### src/rtl/tick_timer_arbiter.sv
// rtl/tick_timer_arbiter.sv - round-robin arbiter for one shared tick timebase; TIMER_ABORT_EN lets a requester drop req to abandon its timer
module tick_timer_arbiter #(
    parameter int TICK_DIV = 1250000,
    parameter int CNT_W    = 21
) (
    input  logic       clk_in,
    input  logic       rst,
    input  logic [2:0] req,
    input  logic [7:0] dur0,
    input  logic [7:0] dur1,
    input  logic [7:0] dur2,
    output logic [2:0] gnt,
    output logic [2:0] done,
    output logic       busy,
    output logic       tick
);

    typedef enum logic [1:0] {IDLE, RUN, DONE} state_t;

    state_t           state;
    state_t           state_nxt;
    logic [CNT_W-1:0] psc;
    logic [7:0]       remaining;
    logic [1:0]       ptr;
    logic [1:0]       owner;
    logic [1:0]       pick;
    logic             pick_vld;
    logic [7:0]       pick_dur;
    logic [1:0]       ptr_adv;
    logic             wrap;
    logic             abort;

    // Scan from the farthest candidate to the nearest so the one closest to ptr wins.
    always_comb begin
        logic [2:0] idx;
        pick     = 2'd0;
        pick_vld = 1'b0;
        for (int i = 2; i >= 0; i--) begin
            idx = {1'b0, ptr} + 3'(i);
            if (idx >= 3'd3) begin
                idx = idx - 3'd3;
            end
            if (req[idx[1:0]]) begin
                pick     = idx[1:0];
                pick_vld = 1'b1;
            end
        end
    end

    always_comb begin
        case (pick)
            2'd0:    pick_dur = dur0;
            2'd1:    pick_dur = dur1;
            default: pick_dur = dur2;
        endcase
    end

    assign wrap    = (psc == CNT_W'(TICK_DIV - 1));
    assign ptr_adv = (owner == 2'd2) ? 2'd0 : owner + 2'd1;

`ifdef TIMER_ABORT_EN
    assign abort = (state == RUN) && ((req & gnt) == 3'b000);
`else
    assign abort = 1'b0;
`endif

    always_ff @(posedge clk_in or negedge rst) begin
        if (!rst) begin
            state <= IDLE;
        end else begin
            state <= state_nxt;
        end
    end

    always_comb begin
        state_nxt = state;
        case (state)
            IDLE: begin
                if (pick_vld) begin
                    state_nxt = RUN;
                end
            end
            RUN: begin
                if (abort) begin
                    state_nxt = IDLE;
                end else if ((remaining == 8'd0) || (wrap && (remaining == 8'd1))) begin
                    state_nxt = DONE;
                end
            end
            DONE:    state_nxt = IDLE;
            default: state_nxt = IDLE;
        endcase
    end

    always_ff @(posedge clk_in or negedge rst) begin
        if (!rst) begin
            gnt       <= 3'b000;
            done      <= 3'b000;
            busy      <= 1'b0;
            tick      <= 1'b0;
            psc       <= '0;
            remaining <= 8'd0;
            ptr       <= 2'd0;
            owner     <= 2'd0;
        end else begin
            case (state)
                IDLE: begin
                    tick <= 1'b0;
                    done <= 3'b000;
                    if (pick_vld) begin
                        gnt       <= 3'b001 << pick;
                        owner     <= pick;
                        remaining <= pick_dur;
                        psc       <= '0;
                        busy      <= 1'b1;
                    end
                end
                RUN: begin
                    psc  <= wrap ? '0 : psc + CNT_W'(1);
                    tick <= wrap;
                    if (wrap) begin
                        remaining <= remaining - 8'd1;
                    end
                    if (state_nxt == DONE) begin
                        done <= gnt;
                        psc  <= '0;
                    end else if (state_nxt == IDLE) begin
                        // Abandoned timer: release without a completion strobe.
                        gnt  <= 3'b000;
                        busy <= 1'b0;
                        tick <= 1'b0;
                        psc  <= '0;
                        ptr  <= ptr_adv;
                    end
                end
                DONE: begin
                    done <= 3'b000;
                    gnt  <= 3'b000;
                    busy <= 1'b0;
                    tick <= 1'b0;
                    ptr  <= ptr_adv;
                end
                default: begin
                    gnt  <= 3'b000;
                    busy <= 1'b0;
                end
            endcase
        end
    end

endmodule

### config.mk
export PLATFORM = sky130hd
export DESIGN_NAME = tick_timer_arbiter
export DESIGN_NICKNAME = d
export VERILOG_FILES = /design/src/rtl/tick_timer_arbiter.sv
export SDC_FILE = /design/constraint.sdc
export NUM_CORES = 1
export LEC_CHECK = 0
export ABC_AREA = 1
export CAP_MARGIN = 5
export CORE_UTILIZATION = 60
export CTS_CLUSTER_DIAMETER = 200
export DETAILED_ROUTE_END_ITERATION = 8
export GPL_TIMING_DRIVEN = 0
export PLACE_DENSITY = 0.86
export REMOVE_ABC_BUFFERS = 1
export SLEW_MARGIN = 20
export SYNTH_ARGS = -nofsm -noshare
export SYNTH_HDL_FRONTEND = slang
export SYNTH_SLANG_ARGS = --single-unit
### constraint.sdc
create_clock -name clk_in -period 4.4 [get_ports clk_in]
set_input_delay 0.66 -clock clk_in [delete_from_list [all_inputs] [get_ports clk_in]]
set_output_delay 0.66 -clock clk_in [all_outputs]
set_load 0.03 [all_outputs]
==> results.yml <==
cts:
  clk_pin_slew_ps: 90
  cts_tree: "done"
  cts_resized: 0
  clkSinkCount: 43
  clockBufferDepth: 2
  postCtsSetupRepairBufs: 0
  cts-hold-fix-buffers: 0
  cts_root_buf: "clkbuf_8"
  htreeDepth: 2
  numCtsBuffers: 5
  clock_latency_ps: 310
run_status:
  status: "finished with violations"
  violations: "design-rule violations"
routing:
  detail-route-antenna-nets: 0
  wl_per_cell_um: 13.9
  vias_per_cell: 5.67
  firstDrtPassIters: 8
  vias: 2894
  drc: 3
  drt-initial-drc-count: 276
  wirelength_mm: 7.07
timing:
  hold_viol: 0
  slew_viol_final: 0
  max_slew_margin: 0.530
  clock.fmax_mhz: 422
  rsz0062_at_grt: "no"
  max_slew.worst_pin.slew_ps: 704
  fin_skew_ps: 14.0
  setup_violations: 0
  fin_crit_ps: 2370
  tns_ps: 0
  fin_crit_sh: 0.538
floorplanning:
  rows: 24
  core-area_sq_mm: 0.00447
  die_y_um: 71.0
  dieArea_sq_mm: 0.00503
  start_util: 0.638
  num_io_pins: 37
  die_x_um: 71.0
logic_synthesis:
  yosys.area.top_type: "dfrtp_1"
  synth_cell_types: 28
  synth-seq-cells: 43
  ys_warn_count: 0
  avgSynthCellArea_sq_um: 6.81
  yosysSeqAreaShare: 0.377
  yosys.area_share.adder: 0.0263
  synth_flop_cell: "dfrtp_1"
  synth_xor_area_frac: 0.0215
  ys_top_cells_by_area: "dfrtp_1 (38%), nand2_1 (15%), nand3_1 (12%)"
  synth_top_family_by_area: "simple AND/OR/NAND/NOR gates"
  yosys.area_share.simple: 0.413
  synth_enable_flop_cells: 0
  synth_area_sq_mm: 0.00285
  synthMuxAreaShare: 0
  synth_cells: 419
  synth.top_cell.area_share: 0.377
  async_flop_share: 1.00
  synth-compound-area-share: 0.0789
pwr:
  power_mw: 1.71
  power_density_mw_per_mm2: 510
  ir_drop_mv: 0.331
  leakagePower_nw: 1.61
worst_setup_path:
  worstPathCellList: "inv_1 -> nor2_2 -> o21ai_1 -> nor2_2 -> nor2_2 -> nor2_1"
  critPathBufInv: 1
  crit_path_top_delay_cell: "nor2_2"
  r2r_slack_ps: 2030
  crit_top_cell: "nor2_2"
  required_ps: 4630
  r2r_cells: 6
  cp_max_fo: 16
  crit_family: "simple AND/OR/NAND/NOR gates"
  crit_arrival_ps: 2600
  cp-end-kind: "flop"
  start_kind: "flop"
  critPathKind: "flop to flop"
  r2r_start: "state[0]"
  crit_path_max_incr_delay_ps: 590
  worstReg2RegEnd: "psc[10]"
layout:
  seqCellArea_sq_mm: 0.00108
  diodes: 0
  nFillCells: 363
  fin_nets: 492
  drive_gt1_frac: 0.0873
  multiInputGateArea_sq_mm: 0.00154
  layout.cells.non_filler: 510
  syn_to_final_growth_pct: 17.5
hold_path:
  hp-class: "input port to async pin"
grt:
  track_usage: 0.306
  overflow: 0
  grt_max_degree: 23
  grt_pass1_vias: 2667
  grt_pass1_wl_mm: 12.2
  antenna_found_initial: 0
placed_design:
  placedCellCount: 502
  gp_congestion: 0.960
  port_buffers: 36
  dp_hpwl_mm: 5.28
job:
  maxCapViolCount: 0
[area by class of cell]
class	count	share of cell area
timing repair buffer	37	0.114
clock buffer	5	0.0205
multi-input combinational	318	0.459
clock inverter	3	0.00709
sequential	43	0.321
tap	52	0.0194
inverter	52	0.0583
[per-stage QoR]
stage	worst slack, ps	cell area, sq um	utilization	hold slack (ps)
2_1_floorplan	2590	2810	-	364
3_3_place_gp	1570	3240	0.723	468
3_5_place_dp	1820	3260	0.728	470
4_1_cts	2090	3350	0.749	342
5_1_grt	1900	3350	0.749	368
6_report	2030	3350	0.749	330
[Yosys cell counts (5+ instances only)]
cell type and n:
inv_2 6, nand2_2 7, nand3_1 66, xor2_1 5, o21ai_0 23, nor2_2 7, a21oi_1 10, dfrtp_1 43
nand4_1 10, nand2_1 112, nor2_1 45, inv_1 45, nor3_1 7, ha_1 6
[kinds of logic after synthesis]
family          after synthesis
compound gates               42
xor+xnor                      7
fa+ha+maj                     6
buf+inv                      58
flops                        43
simple gates                263
[worst max-delay path by stage]
stage | to | from | depth (start not counted) | slack [ps]
floorplan | psc[20] | ptr[0] | 14 | 2590
global placement | psc[0] | rst | 1 | 1570
detailed placement | psc[20] | req[1] | 13 | 1820
CTS | psc[10] | state[0] | 6 | 2090
global route | psc[4] | state[0] | 6 | 1900
finish | psc[10] | state[0] | 6 | 2030
[state kept, by name, indices dropped and copies added, names as in the netlist]
name       cells
ptr            2
remaining      8
psc           21
tick           1
busy           1
state          2
owner          2
done           3
gnt            3
[cell usage in the layout, fill, tap and decap left out, types with 2 or more instances in the layout]
cell type	instances
nor3_2	2
clkbuf_8	5
o31ai_1	2
nand2_1	112
xnor2_1	2
or2_2	4
dfrtp_1	43
nor2_1	45
xor2_1	5
nor2_2	7
clkdlybuf4s50_1	35
a21oi_1	10
o21ai_0	23
inv_1	45
nor3_1	7
clkinvlp_4	2
nand4_1	10
o21ai_1	4
nand2_2	7
nand3_1	66
ha_1	6
inv_2	6
[worst reg2reg max path, stage by stage (launching register included)]
cell     delay (ps)
dfrtp_1         510
inv_1            90
nor2_2          550
o21ai_1         220
nor2_2          590
nor2_2          190
nor2_1          150
[power by group]
part	internal, mW	switching [mW]
sequential	0.487	0.0853
combinational	0.288	0.587
clock	0.114	0.149
total	0.889	0.820
[layer usage]
| metal | routed length, um | vias up | global-route usage |
|---|---|---|---|
| li1 | - | 1432 | - |
| met3 | 491 | 10 | 0.0456 |
| met5 | 0 | - | 0 |
| met4 | 81 | 0 | 0.0867 |
| met1 | 3190 | 1349 | 0.438 |
| met2 | 3300 | 103 | 0.487 |
(Power assumes the default switching activity.)
